==> src/rtl/multicycle_control_pkg.sv <==
// Shared constants for the multicycle RV32I controller, datapath ALU and data RAM.
// Holds FSM state codes, ALU operation codes, memory access sizes, PC source codes and opcodes.
package multicycle_control_pkg;

    localparam logic [2:0] S_IDLE    = 3'd0;
    localparam logic [2:0] S_DECODE  = 3'd1;
    localparam logic [2:0] S_EXECUTE = 3'd2;
    localparam logic [2:0] S_MEM     = 3'd3;
    localparam logic [2:0] S_WB      = 3'd4;

    localparam logic [3:0] ALU_ADD  = 4'd0;
    localparam logic [3:0] ALU_SUB  = 4'd1;
    localparam logic [3:0] ALU_AND  = 4'd2;
    localparam logic [3:0] ALU_OR   = 4'd3;
    localparam logic [3:0] ALU_XOR  = 4'd4;
    localparam logic [3:0] ALU_SLL  = 4'd5;
    localparam logic [3:0] ALU_SRL  = 4'd6;
    localparam logic [3:0] ALU_SRA  = 4'd7;
    localparam logic [3:0] ALU_SLT  = 4'd8;
    localparam logic [3:0] ALU_SLTU = 4'd9;

    localparam logic [1:0] DT_WORD = 2'b00;
    localparam logic [1:0] DT_BYTE = 2'b01;
    localparam logic [1:0] DT_HALF = 2'b10;

    localparam logic [1:0] PC_PLUS4  = 2'b00;
    localparam logic [1:0] PC_BRANCH = 2'b01;
    localparam logic [1:0] PC_ALU    = 2'b10;

    localparam logic [6:0] OP_R      = 7'b0110011;
    localparam logic [6:0] OP_IALU   = 7'b0010011;
    localparam logic [6:0] OP_LOAD   = 7'b0000011;
    localparam logic [6:0] OP_STORE  = 7'b0100011;
    localparam logic [6:0] OP_BRANCH = 7'b1100011;
    localparam logic [6:0] OP_JAL    = 7'b1101111;
    localparam logic [6:0] OP_JALR   = 7'b1100111;
    localparam logic [6:0] OP_LUI    = 7'b0110111;

    function automatic logic is_legal_opcode(input logic [6:0] op);
        return (op == OP_R) || (op == OP_IALU) || (op == OP_LOAD) || (op == OP_STORE) ||
               (op == OP_BRANCH) || (op == OP_JAL) || (op == OP_JALR) || (op == OP_LUI);
    endfunction

endpackage

==> src/rtl/multicycle_control_imm_gen.sv <==
// Combinational immediate generator: picks the I/S/B/J/U layout from the opcode
// and sign-extends the result to the datapath width.
module imm_gen
    import multicycle_control_pkg::*;
#(
    parameter int Data_Width = 32
) (
    input  logic [31:0]           instr,
    output logic [Data_Width-1:0] imm
);

    logic [31:0] imm32;

    always_comb begin
        imm32 = '0;
        case (instr[6:0])
            OP_IALU, OP_LOAD, OP_JALR:
                imm32 = {{20{instr[31]}}, instr[31:20]};
            OP_STORE:
                imm32 = {{20{instr[31]}}, instr[31:25], instr[11:7]};
            OP_BRANCH:
                imm32 = {{19{instr[31]}}, instr[31], instr[7], instr[30:25], instr[11:8], 1'b0};
            OP_JAL:
                imm32 = {{11{instr[31]}}, instr[31], instr[19:12], instr[20], instr[30:21], 1'b0};
            OP_LUI:
                imm32 = {instr[31:12], 12'b0};
            default:
                imm32 = '0;
        endcase
    end

    assign imm = Data_Width'($signed(imm32));

endmodule

==> src/rtl/multicycle_control.sv <==
// Multicycle RV32I control unit: accepts one instruction in IDLE, walks it through
// DECODE/EXECUTE/MEM/WB and issues the datapath controls and one-cycle strobes.
module multicycle_control
    import multicycle_control_pkg::*;
#(
    parameter int Data_Width            = 32,
    parameter int Address_Width_RegFile = 5
) (
    input  logic                             clk,
    input  logic                             rst,
    input  logic [31:0]                      instr,
    input  logic                             instr_valid,
    output logic                             instr_ready,
    input  logic                             eq,
    output logic [Address_Width_RegFile-1:0] rs1,
    output logic [Address_Width_RegFile-1:0] rs2,
    output logic [Address_Width_RegFile-1:0] rd,
    output logic                             regFileWen,
    output logic                             ALUSrc,
    output logic [Data_Width-1:0]            ImmOp,
    output logic [3:0]                       ALU_ctrl,
    output logic                             MemWrite,
    output logic [1:0]                       dataType,
    output logic                             SrcSel,
    output logic                             JumpSel,
    output logic                             pc_en,
    output logic [1:0]                       pc_sel,
    output logic                             illegal
);

    logic [2:0]            state;
    logic [2:0]            state_next;
    logic [31:0]           ir;
    logic [Data_Width-1:0] imm_raw;

    logic [6:0] opcode;
    logic [2:0] funct3;
    logic       f7b5;
    logic       is_r, is_i, is_load, is_store, is_branch, is_jal, is_jalr, is_lui;
    logic       legal;
    logic       branch_taken;
    logic [3:0] alu_dec;
    logic [1:0] dtype_dec;

    assign opcode    = ir[6:0];
    assign funct3    = ir[14:12];
    assign f7b5      = ir[30];
    assign is_r      = (opcode == OP_R);
    assign is_i      = (opcode == OP_IALU);
    assign is_load   = (opcode == OP_LOAD);
    assign is_store  = (opcode == OP_STORE);
    assign is_branch = (opcode == OP_BRANCH);
    assign is_jal    = (opcode == OP_JAL);
    assign is_jalr   = (opcode == OP_JALR);
    assign is_lui    = (opcode == OP_LUI);
    assign legal     = is_legal_opcode(opcode);

    // Only BEQ and BNE are supported; any other branch funct3 falls through to PC+4.
    assign branch_taken = ((funct3 == 3'b000) && eq) || ((funct3 == 3'b001) && !eq);

    imm_gen #(.Data_Width(Data_Width)) u_imm_gen (
        .instr (ir),
        .imm   (imm_raw)
    );

    always_ff @(posedge clk) begin
        if (rst) begin
            state <= S_IDLE;
            ir    <= '0;
        end else begin
            state <= state_next;
            if ((state == S_IDLE) && instr_valid) begin
                ir <= instr;
            end
        end
    end

    always_comb begin
        state_next = S_IDLE;
        case (state)
            S_IDLE:    state_next = instr_valid ? S_DECODE : S_IDLE;
            S_DECODE:  state_next = legal ? S_EXECUTE : S_IDLE;
            S_EXECUTE: begin
                if (is_load || is_store) begin
                    state_next = S_MEM;
                end else if (is_branch) begin
                    state_next = S_IDLE;
                end else begin
                    state_next = S_WB;
                end
            end
            S_MEM:     state_next = is_store ? S_IDLE : S_WB;
            S_WB:      state_next = S_IDLE;
            default:   state_next = S_IDLE;
        endcase
    end

    // Shift-right immediates reuse bit 30 to select arithmetic; only R-type uses it for SUB.
    always_comb begin
        alu_dec = ALU_ADD;
        if (is_branch) begin
            alu_dec = ALU_SUB;
        end else if (is_r || is_i) begin
            case (funct3)
                3'b000:  alu_dec = (is_r && f7b5) ? ALU_SUB : ALU_ADD;
                3'b001:  alu_dec = ALU_SLL;
                3'b010:  alu_dec = ALU_SLT;
                3'b011:  alu_dec = ALU_SLTU;
                3'b100:  alu_dec = ALU_XOR;
                3'b101:  alu_dec = f7b5 ? ALU_SRA : ALU_SRL;
                3'b110:  alu_dec = ALU_OR;
                default: alu_dec = ALU_AND;
            endcase
        end
    end

    always_comb begin
        dtype_dec = DT_WORD;
        if (is_load || is_store) begin
            case (funct3[1:0])
                2'b00:   dtype_dec = DT_BYTE;
                2'b01:   dtype_dec = DT_HALF;
                default: dtype_dec = DT_WORD;
            endcase
        end
    end

    // Every output is forced to 0 while rst is high, so an aborted store or write-back never strobes.
    always_comb begin
        rs1         = '0;
        rs2         = '0;
        rd          = '0;
        ImmOp       = '0;
        ALU_ctrl    = ALU_ADD;
        ALUSrc      = 1'b0;
        dataType    = DT_WORD;
        SrcSel      = 1'b0;
        JumpSel     = 1'b0;
        instr_ready = 1'b0;
        regFileWen  = 1'b0;
        MemWrite    = 1'b0;
        pc_en       = 1'b0;
        pc_sel      = PC_PLUS4;
        illegal     = 1'b0;
        if (!rst) begin
            rs1      = is_lui ? '0 : Address_Width_RegFile'(ir[19:15]);
            rs2      = Address_Width_RegFile'(ir[24:20]);
            rd       = Address_Width_RegFile'(ir[11:7]);
            ImmOp    = imm_raw;
            ALU_ctrl = alu_dec;
            ALUSrc   = is_i || is_load || is_store || is_jalr || is_lui;
            dataType = dtype_dec;
            SrcSel   = is_load;
            JumpSel  = is_jal || is_jalr;
            case (state)
                S_IDLE:    instr_ready = 1'b1;
                S_DECODE:  illegal = !legal;
                S_EXECUTE: begin
                    if (is_branch) begin
                        pc_en  = 1'b1;
                        pc_sel = branch_taken ? PC_BRANCH : PC_PLUS4;
                    end
                end
                S_MEM: begin
                    if (is_store) begin
                        MemWrite = 1'b1;
                        pc_en    = 1'b1;
                        pc_sel   = PC_PLUS4;
                    end
                end
                S_WB: begin
                    regFileWen = (ir[11:7] != 5'd0);
                    pc_en      = 1'b1;
                    if (is_jal) begin
                        pc_sel = PC_BRANCH;
                    end else if (is_jalr) begin
                        pc_sel = PC_ALU;
                    end else begin
                        pc_sel = PC_PLUS4;
                    end
                end
                default: ;
            endcase
        end
    end

endmodule

==> config.mk <==
export PLATFORM = sky130hd
export DESIGN_NAME = multicycle_control
export DESIGN_NICKNAME = d
export VERILOG_FILES = /design/src/rtl/multicycle_control_pkg.sv /design/src/rtl/multicycle_control_imm_gen.sv /design/src/rtl/multicycle_control.sv
export SDC_FILE = /design/constraint.sdc
export NUM_CORES = 1
export LEC_CHECK = 0
export ABC_CLOCK_PERIOD_IN_PS = 3500
export BUFFER_PORTS_ARGS = -buffer_cell sky130_fd_sc_hd__buf_4
export CORE_MARGIN = 8
export CORE_UTILIZATION = 50
export DETAILED_ROUTE_END_ITERATION = 10
export GPL_TIMING_DRIVEN = 0
export MAX_ROUTING_LAYER = met4
export PLACE_DENSITY_LB_ADDON = 0.1
export SLEW_MARGIN = 10
export SYNTH_ARGS = -nofsm -noshare
export SYNTH_HDL_FRONTEND = slang
export SYNTH_SLANG_ARGS = --single-unit
==> constraint.sdc <==
create_clock -name clk -period 3.5 [get_ports clk]
set_clock_uncertainty 0.05 [all_clocks]
set_input_delay 0.175 -clock clk [delete_from_list [all_inputs] [get_ports clk]]
set_output_delay 0.175 -clock clk [all_outputs]
set_load 0.005 [all_outputs]
# After elaboration in Yosys (flattened, before gate mapping)
# Cells that the tools add are included.
# word_totals
in_bits	36
latchBits	0
romBits	0
ram_bits	0
memories	0
out_inout_bits	63
word_cells	88
register_bits	35
# op_classes
n_lt_le_gt_ge	0
reduce_logical	25
n_div	0
n_mux	42
mul	0
bitwise_logic	0
addsub	0
n_shift	0
n_eq_ne	19
# ops
cell	n
$pmux 32 s5	1
$mux 32	1
$pmux 4 s7	1
$eq 7x6->1 const B	3
$eq 7x7->1 const B	3
$mux 5	4
$mux 1	19
$logic_or 1x1->1	14
$eq 3x2->1 const B	4
$eq 3x3->1 const B	4
$mux 2	6
$mux 4	3
$pmux 3 s4	1
$mux 3	3
$pmux 2 s2	2
$eq 7x2->1 const B	1
$eq 7x5->1 const B	1
$eq 3x1->1 const B	2
$logic_not 3->1	2
$reduce_bool 5->1	1
$logic_and 1x1->1	4
$pmux 1 s3	1
$reduce_or 3->1	1
$eq 2x1->1 const B	1
other kinds (2)	3

# Longest topological paths before layout
# Gate-level depths: netlist of run 1.
# depth
ltp_word	11
ltp_mapped	6
ltp_nobuf	4

# Hierarchy
# A second synthesis of run 1 with hierarchy kept.
# hier_totals
cells_unflattened	349
area_unflattened_um2	2631.3
# by_module_without_submodules
module	instances	area_each_um2	seq_area_each_um2	cells_per_inst
multicycle_control	1	1986.9	700.7	264
imm_gen	1	644.4	0.0	85

# Least setup slack after synthesis of run 1
# OpenSTA, ideal clock, no wires.
# synth_timing
path_type	register -> output
start	register ir[4]
end	output illegal
stages_incl_launch_ff	7
setup_slack_ns	1.834
arrival_time_ns	1.441
required_ns	3.275
path_buffers	2
path_cell_list	dfxtp_1 > clkbuf_2 > and3b_1 > and3_4 > buf_2 > nor4_2 > nor3b_2
# synth_via
elab_chain_cells	11
word_cells_on_any_way	18
classes_between	eq/ne (8); mux (2); reduce/logical (8)
# synth_lines
item	line_no	source
start, declared	multicycle_control.sv:33	logic [31:0] ir;
start signal, assigned	multicycle_control.sv:73	ir <= instr;
$eq 7x6->1 / $eq 7x5->1 (equally long branches)	multicycle_control_pkg.sv:40	return (op == OP_R) || (op == OP_IALU) || (op == OP_LOAD) || (op == OP_STORE) ||
$logic_or 1x1->1 (4 in series)	multicycle_control_pkg.sv:40	
$logic_or 1x1->1 (2 in series)	multicycle_control_pkg.sv:41	(op == OP_BRANCH) || (op == OP_JAL) || (op == OP_JALR) || (op == OP_LUI);
$logic_or 1x1->1 (*)	multicycle_control_pkg.sv:41	
$logic_not 1->1 (*)	multicycle_control.sv:157	S_DECODE: illegal = !legal;
$mux 1 (*)	multicycle_control.sv:155	case (state)
$mux 1 (*)	multicycle_control.sv:145	if (!rst) begin
end, declared	multicycle_control.sv:28	output logic illegal
# Mark *: on every way between the ends. The rest lies on a longest branch, timed or not.

# Worst setup path in the final report of run 1
# layout_timing
start	register ir[5]
end	output ImmOp[16]
# layout_via
elab_chain_cells	4
word_cells_on_any_way	10
classes_between	eq/ne (7); mux (2); reduce/logical (1)
# layout_lines
item	line_no	source
$eq 7x5->1, or another cell as far along	multicycle_control_imm_gen.sv:16	case (instr[6:0])
$reduce_or 3->1	multicycle_control_imm_gen.sv:16	
$pmux 32 s5 (*)	multicycle_control_imm_gen.sv:16	
$mux 32 (*)	multicycle_control.sv:145	
end, declared	multicycle_control.sv:20	output logic [Data_Width-1:0] ImmOp,
# Marks and branches as above.

==> impl_metrics.csv, run 1 <==
group,metric,value,unit
timing,final_critical_path_setup_slack,1.15,ns
route,drtIter0Drc,174,
cts,tritoncts_clock_tree,"built",
floorplan,rows,23,
placement,detailedPlace.worstSlack,1.50,ns
floorplan,core,4030,um^2
timing,min_period_over_period,67.0,%
logic_synthesis,synth_seq_area_share,33.0,%
cts,tritoncts.num_buffers,5,
logic_synthesis,yosys_warnings,0,
placement,post_dp_hpwl,5570,um
layout,fillerInstances,341,
cts,root_buffer,"sky130_fd_sc_hd__clkbuf_8",
critical_path,worst-endpoint-required,3.27,ns
layout,register_area,701,um^2
floorplan,fp.dieW,81.1,um
critical_path,worst_setup_path_end_kind,"output port",
timing,final_hold_viol_count,0,
global_route,number_of_antenna_violations_at_the_first_check_in_global_routing,0,
layout,n_antenna_cell,0,
critical_path,timing.critical_path.arrival,2.12,ns
critical_path,critical_path.max_fanout,10,
route,vias_per_cell,5.59,
layout,final_cell_mix,"sky130_fd_sc_hd__buf_4, sky130_fd_sc_hd__nor2_1, sky130_fd_sc_hd__a21oi_1",
route,drt_drc_violations_left,0,
critical_path,timing.critical_path.from_type,"flip-flop",
route,routed_wl,7170,um
hold_path,min_path_type,"input pin to flip-flop",
timing,report.final.setup_viol,0,
timing,unrepaired_setup_endpoints_after_global_routing,"no",
global_route,globalRouteTotalUtil,22.0,%
critical_path,reg2reg_depth,5,
hold_path,timing.hold.worst_path_depth,3,
route,count_of_nets_left_with_antenna_violations_after_detail_routing,0,
critical_path,reg2reg_slack,1.47,ns
critical_path,worst_r2r_startpoint,"state[0]",
status,outcome,"finished, final reports clean",
cts,clk-insertion-delay-late,0.29,ns
logic_synthesis,syn-mean-instance-area,7.02,um^2
cts,cts_post_setup_buffers_inserted,0,
flow_run,drv_cap,0,
pwr,vdd.ir_drop.worst,315,uV
pwr,power-per-cell-area,360,nW/um^2
global_route,first_global_vias,2408,
logic_synthesis,postSynthCellCount,302,
hold_path,hold_start,"instr[10]",
floorplan,start_util,52.6,%
placement,place.port_buffers,97,
cts,cts_htree_levels,2,
logic_synthesis,synth_cell_type_count,46,
route,detailroute.via_count,2554,
placement,dpl-instance-area,2910,um^2
floorplan,fp.dieH,81.1,um
timing,timing.slew.headroom,55.2,%
critical_path,reg2reg_end,"ir[6]",
cts,worst_setup_hold_path_clk_slew,0.07,ns
layout,post_route_cells_drive_above_1_share,31.7,%
layout,flow.area_growth_from_synthesis,43.7,%
cts,postCtsResizedCells,0,
pwr,leakagePower,1.42,nW
floorplan,boundaryPins,99,
logic_synthesis,syn-num-nets,338,
timing,finalSetupTns,0,ns
layout,layout.cell_area.non_filler,3050,um^2
layout,fin_nets,442,
layout,multiInputGateArea,1290,um^2
cts,tritoncts_num_sinks,35,
layout,most_frequent_standard_cell_in_the_layout_excluding_fill_and_tap_cells,"sky130_fd_sc_hd__buf_4",
route,wl_per_cell,15.7,um
global_route,globalRoute.totalOverflow,0,
timing,maxClockFrequency,0.426,GHz
cts,post_cts_hold_buffer_count,0,
timing,slew_of_the_pin_with_the_lowest_slew_margin,0.672,ns
timing,drv_slew,0,
critical_path,worst-setup-path-type,"flip-flop to output port",
logic_synthesis,synth.ff_latch_count,35,
logic_synthesis,mappedNetlistArea,2120,um^2
global_route,largest_net_degree_at_the_start_of_global_routing,13,
timing,layout_min_cycle_time,2.35,ns
placement,gpl.final_weighted_congestion,0.885,
global_route,grt_first_pass_wirelength,11300,um
floorplan,dieArea,6580,um^2
cts,cts_max_path_buffers,2,
route,first_pass_iters,5,
hold_path,worst_hold_path.endpoint,"ir[10]",
cell type report:
class / instances / area share (%)
Buffer: 23 / 3.24
Clock buffer: 5 / 2.26
Clock inverter: 3 / 2.22
Inverter: 9 / 1.11
Multi-Input combinational cell: 235 / 42.2
Sequential cell: 35 / 23.0
Tap cell: 50 / 2.05
Timing Repair Buffer: 97 / 23.9
worst max-delay path by stage:
stage                         from   endpoint  slack [ns]  cells after the start
final                        ir[5]  ImmOp[16]        1.15                      6
after global placement       ir[4]    illegal        1.56                      7
after CTS                    ir[5]  ImmOp[19]        1.21                      6
after floorplan              ir[4]    illegal        1.83                      6
after detailed placement  state[0]      ir[6]        1.50                      5
after global routing         ir[5]  ImmOp[19]        0.97                      6
synth_stat cells, drive strengths merged:
cell | instances | area (um^2)
nand3 | 6 | 30.0
and3 | 7 | 48.8
o32a | 1 | 10.0
nor2b | 5 | 31.3
mux2 | 1 | 11.3
o21ai | 15 | 75.1
and4 | 1 | 8.76
nand4b | 2 | 17.5
nand2 | 33 | 124
a21boi | 1 | 7.51
dfxtp | 35 | 701
or3b | 2 | 17.5
o2111ai | 1 | 8.76
and3b | 2 | 17.5
a31o | 1 | 8.76
inv | 8 | 30.0
a21oi | 43 | 223
clkinv | 1 | 3.75
nand2b | 1 | 6.26
a31oi | 7 | 43.8
a22oi | 7 | 52.6
or2 | 2 | 12.5
xor2 | 2 | 17.5
a21o | 7 | 52.6
nor2 | 57 | 216
o32ai | 2 | 25.0
and2 | 6 | 37.5
clkbuf | 13 | 50.0
buf | 10 | 48.8
nor4 | 3 | 25.0
nor3b | 4 | 35.0
o31a | 1 | 8.76
mux2i | 1 | 10.0
or3 | 1 | 6.26
nand3b | 2 | 15.0
nor3 | 8 | 40.0
o31ai | 1 | 21.3
nand4bb | 2 | 22.5
critical path, stage by stage, from the launching register on:
cell                       delay [ns]
sky130_fd_sc_hd__dfxtp_1         0.34
sky130_fd_sc_hd__buf_2           0.24
sky130_fd_sc_hd__nand4b_1        0.28
sky130_fd_sc_hd__nor2_1          0.50
sky130_fd_sc_hd__o21ai_0         0.17
sky130_fd_sc_hd__a21oi_1         0.17
sky130_fd_sc_hd__buf_4           0.13
report_power, final:
group          switching, W  internal, W  total, W
Combinational      0.000105    0.0000889  0.000193
Clock              0.000157     0.000284  0.000441
Sequential        0.0000285     0.000435  0.000463
state kept, by name (all words and copies together) (netlist names):
name,cells
ir,32
state,3
per-layer routing:
metal  track usage [%]  vias to the layer above  wire length, um  share of wire [%]
met3              5.63                       10              676                9.4
met5                 -                        -                0                  0
met1              25.4                     1162             2860                 40
met2              37.4                      128             3560                 50
met4              5.00                        0               75                1.0
li1                  -                     1254                -                  -
logic make-up (layout without fill, tap and decap cells):
logic type	Yosys count	count (layout)	share of synthesized area (%)
xor gates and xnor gates	2	2	0.826
DFF	35	35	33.0
muxes	2	2	1.00
and+or+nand+nor	144	144	33.6
AOI/OAI and AO/OA	87	87	25.3
buffers and inverters	32	137	6.25
metrics by stage:
| step | instances | utilization, % | hold slack, ns | power (W) |
|---|---|---|---|---|
| 2_1_floorplan | 302 | - | 0.260 | 0.000576 |
| 3_3_place_gp | 449 | 72.3 | 0.347 | 0.000655 |
| 3_5_place_dp | 449 | 72.3 | 0.355 | 0.000662 |
| 4_1_cts | 457 | 75.7 | 0.0542 | 0.00110 |
| 5_1_grt | 457 | 75.7 | 0.0659 | 0.00115 |
| 6_report | 457 | 75.7 | 0.0563 | 0.00110 |
No activity file was read; power rests on OpenSTA's default activity.
==> run 2, diff against run 1 <==
--- a/config.mk
+++ b/config.mk
@@ -5,10 +5,11 @@
 export SDC_FILE = /design/constraint.sdc
 export NUM_CORES = 1
 export LEC_CHECK = 0
-export ABC_CLOCK_PERIOD_IN_PS = 3500
+export ABC_AREA = 1
+export ABC_CLOCK_PERIOD_IN_PS = 2300
 export BUFFER_PORTS_ARGS = -buffer_cell sky130_fd_sc_hd__buf_4
 export CORE_MARGIN = 8
-export CORE_UTILIZATION = 50
+export CORE_UTILIZATION = 48
 export DETAILED_ROUTE_END_ITERATION = 10
 export GPL_TIMING_DRIVEN = 0
 export MAX_ROUTING_LAYER = met4
==> constraint.sdc (replaced) <==
create_clock -name clk -period 2.3 [get_ports clk]
set_clock_uncertainty 0.05 [all_clocks]
set_input_delay 0.115 -clock clk [delete_from_list [all_inputs] [get_ports clk]]
set_output_delay 0.115 -clock clk [all_outputs]
set_load 0.005 [all_outputs]
==> impl_metrics.csv, run 2 <==
group,metric,value,unit
timing,timing.slew.headroom,62.6,%
cts,tritoncts.num_buffers,5,
critical_path,timing.critical_path.from_type,"flip-flop",
timing,maxClockFrequency,0.502,GHz
placement,dp_cells,525,
flow_run,drv_cap,0,
timing,min_period_over_period,86.6,%
cts,post_cts_hold_buffer_count,0,
layout,post_route_cells_drive_above_1_share,28.4,%
layout,finalNonFillerCells,533,
global_route,grt_first_pass_wirelength,13000,um
critical_path,critPathSlowestCell,"sky130_fd_sc_hd__dfxtp_1",
critical_path,worst-setup-path-type,"flip-flop to output port",
route,vias_per_cell,5.20,
timing,report.final.setup_viol,0,
global_route,largest_net_degree_at_the_start_of_global_routing,11,
route,drt_drc_violations_left,0,
logic_synthesis,mappedNetlistArea,2270,um^2
logic_synthesis,most_instantiated_library_cell_after_synthesis,"sky130_fd_sc_hd__nor2_1",
route,count_of_nets_left_with_antenna_violations_after_detail_routing,0,
timing,finalSetupTns,0,ns
pwr,vdd.ir_drop.worst,299,uV
cts,clk-insertion-delay-late,0.29,ns
logic_synthesis,postSynthCellCount,374,
timing,layout_min_cycle_time,1.99,ns
logic_synthesis,yosys.area.top_type,"sky130_fd_sc_hd__dfxtp_1",
layout,fin_nets,514,
placement,post_dp_hpwl,6260,um
logic_synthesis,synth_area_leaders,"sky130_fd_sc_hd__dfxtp_1, sky130_fd_sc_hd__nor2_1, sky130_fd_sc_hd__a21oi_1",
route,routed_wl,7840,um
logic_synthesis,synth_cell_type_count,29,
placement,place.port_buffers,97,
layout,most_frequent_standard_cell_in_the_layout_excluding_fill_and_tap_cells,"sky130_fd_sc_hd__nor2_1",
logic_synthesis,syn-num-nets,410,
layout,largest_register_ffs,32,
route,detailroute.via_count,2774,
logic_synthesis,synth_top_cell_area_share,30.9,%
cts,tritoncts_num_sinks,35,
floorplan,rows,25,
critical_path,timing.critical_path.arrival,1.83,ns
logic_synthesis,synth_edf_count,0,
floorplan,dieArea,7190,um^2
logic_synthesis,post_synth_most_frequent_cells,"sky130_fd_sc_hd__nor2_1, sky130_fd_sc_hd__nand2_1, sky130_fd_sc_hd__inv_1",
pwr,leakagePower,1.57,nW
layout,flow.area_growth_from_synthesis,38.6,%
layout,n_antenna_cell,0,
layout,register_area,701,um^2
floorplan,core,4630,um^2
layout,multiInputGateArea,1290,um^2
layout,reg.largest.list,"ir x32, state x3",
pwr,totalPowerFinal,0.00142,W
cts,worst_setup_hold_path_clk_slew,0.07,ns
logic_synthesis,most_used_dff_post_synth,"sky130_fd_sc_hd__dfxtp_1",
global_route,first_global_vias,2695,
critical_path,critPathMaxStageDelay,0.36,ns
logic_synthesis,syn-mean-instance-area,6.07,um^2
layout,most_flop_heavy_register,"ir",
floorplan,start_util,49.1,%
cts,postCtsResizedCells,0,
logic_synthesis,yosys_warnings,0,
logic_synthesis,synth_seq_area_share,30.9,%
global_route,number_of_antenna_violations_at_the_first_check_in_global_routing,0,
cts,root_buffer,"sky130_fd_sc_hd__clkbuf_8",
critical_path,reg2reg_depth,5,
hold_path,min_path_type,"input pin to flip-flop",
logic_synthesis,synth.ff_latch_count,35,
timing,unrepaired_setup_endpoints_after_global_routing,"no",
cts,tritoncts_clock_tree,"built",
floorplan,fp.dieH,84.8,um
pwr,power-per-cell-area,451,nW/um^2
timing,final_hold_viol_count,0,
placement,gpl.final_weighted_congestion,0.914,
route,wl_per_cell,14.7,um
hold_path,timing.hold.worst_path_depth,3,
route,drtIter0Drc,182,
cts,cts_htree_levels,2,
status,outcome,"finished, final reports clean",
floorplan,fp.dieW,84.8,um
critical_path,timing.critical_path.cells,"inv_2, nand2_4, nor2_8, nand2_1, nand3_1, o21ai_1, nor2_1, buf_4",
critical_path,worst-endpoint-required,2.13,ns
critical_path,worst_setup_path_end_kind,"output port",
layout,final_cell_mix,"sky130_fd_sc_hd__nor2_1, sky130_fd_sc_hd__buf_4, sky130_fd_sc_hd__nand2_1",
layout,fillerInstances,437,
timing,drv_slew,0,
cts,cts_post_setup_buffers_inserted,0,
global_route,globalRoute.totalOverflow,0,
critical_path,critical_path.max_fanout,7,
global_route,globalRouteTotalUtil,22.8,%
timing,slew_of_the_pin_with_the_lowest_slew_margin,0.560,ns
route,first_pass_iters,4,
logic_synthesis,async_flop_share,0,%
floorplan,boundaryPins,99,
cts,cts_max_path_buffers,2,
-- run 2: layout make-up --
class | instances | share of cell area (%)
Timing Repair Buffer | 97 | 23.1
Multi-Input combinational cell | 273 | 41.1
Clock inverter | 1 | 0.159
Buffer | 20 | 3.26
Clock buffer | 7 | 2.42
Tap cell | 54 | 2.15
Inverter | 46 | 5.48
Sequential cell | 35 | 22.3
-- run 2: power by group --
group,leakage [nW],switching (W),internal [W]
registers,0.290,0.0000402,0.000657
logic,1.24,0.000161,0.000118
clock network,0.0422,0.000230,0.000213
total,1.57,0.000432,0.000987
-- run 2: worst paths after layout --
path / start / to / slack (ns)
worst max-delay path: ir[4] / ImmOp[31] / 0.31
worst max register to register: state[1] / ir[8] / 0.77
worst min-delay path: instr[26] / ir[26] / 0.006
worst min register to register: ir[1] / ir[1] / 0.43
-- run 2: routing by layer --
metal / share of wire, % / vias up / track usage, %
met2: 47 / 103 / 37.7
met5: 0 / - / -
met3: 6.9 / 8 / 5.27
met1: 45 / 1262 / 27.0
li1: - / 1401 / -
met4: 0.99 / 0 / 6.15
-- run 2: critical path: cells and delay by family, from the launching register on --
kind | cells | cell delay, ns
AOI/OAI and AO/OA | 1 | 0.32
and+or+nand+nor | 5 | 0.63
DFF | 1 | 0.36
buffers and inverters | 2 | 0.22
-- run 2: metrics by stage --
step	cell area, um^2	setup WS (ns)	util [%]	hold slack (ns)
2_1_floorplan	2270	0.948	-	0.214
3_3_place_gp	3070	0.612	66.2	0.302
3_5_place_dp	3070	0.644	66.2	0.309
4_1_cts	3150	0.312	68.0	0.00635
5_1_grt	3150	0.174	68.0	0.0160
6_report	3150	0.308	68.0	0.00600
-- run 2: cell families after synthesis --
| logic type | synth area share, % |
|---|---|
| AO/OA/AOI/OAI | 17.2 |
| buffers and inverters | 12.1 |
| AND/OR/NAND/NOR | 39.8 |
| flip-flops | 30.9 |
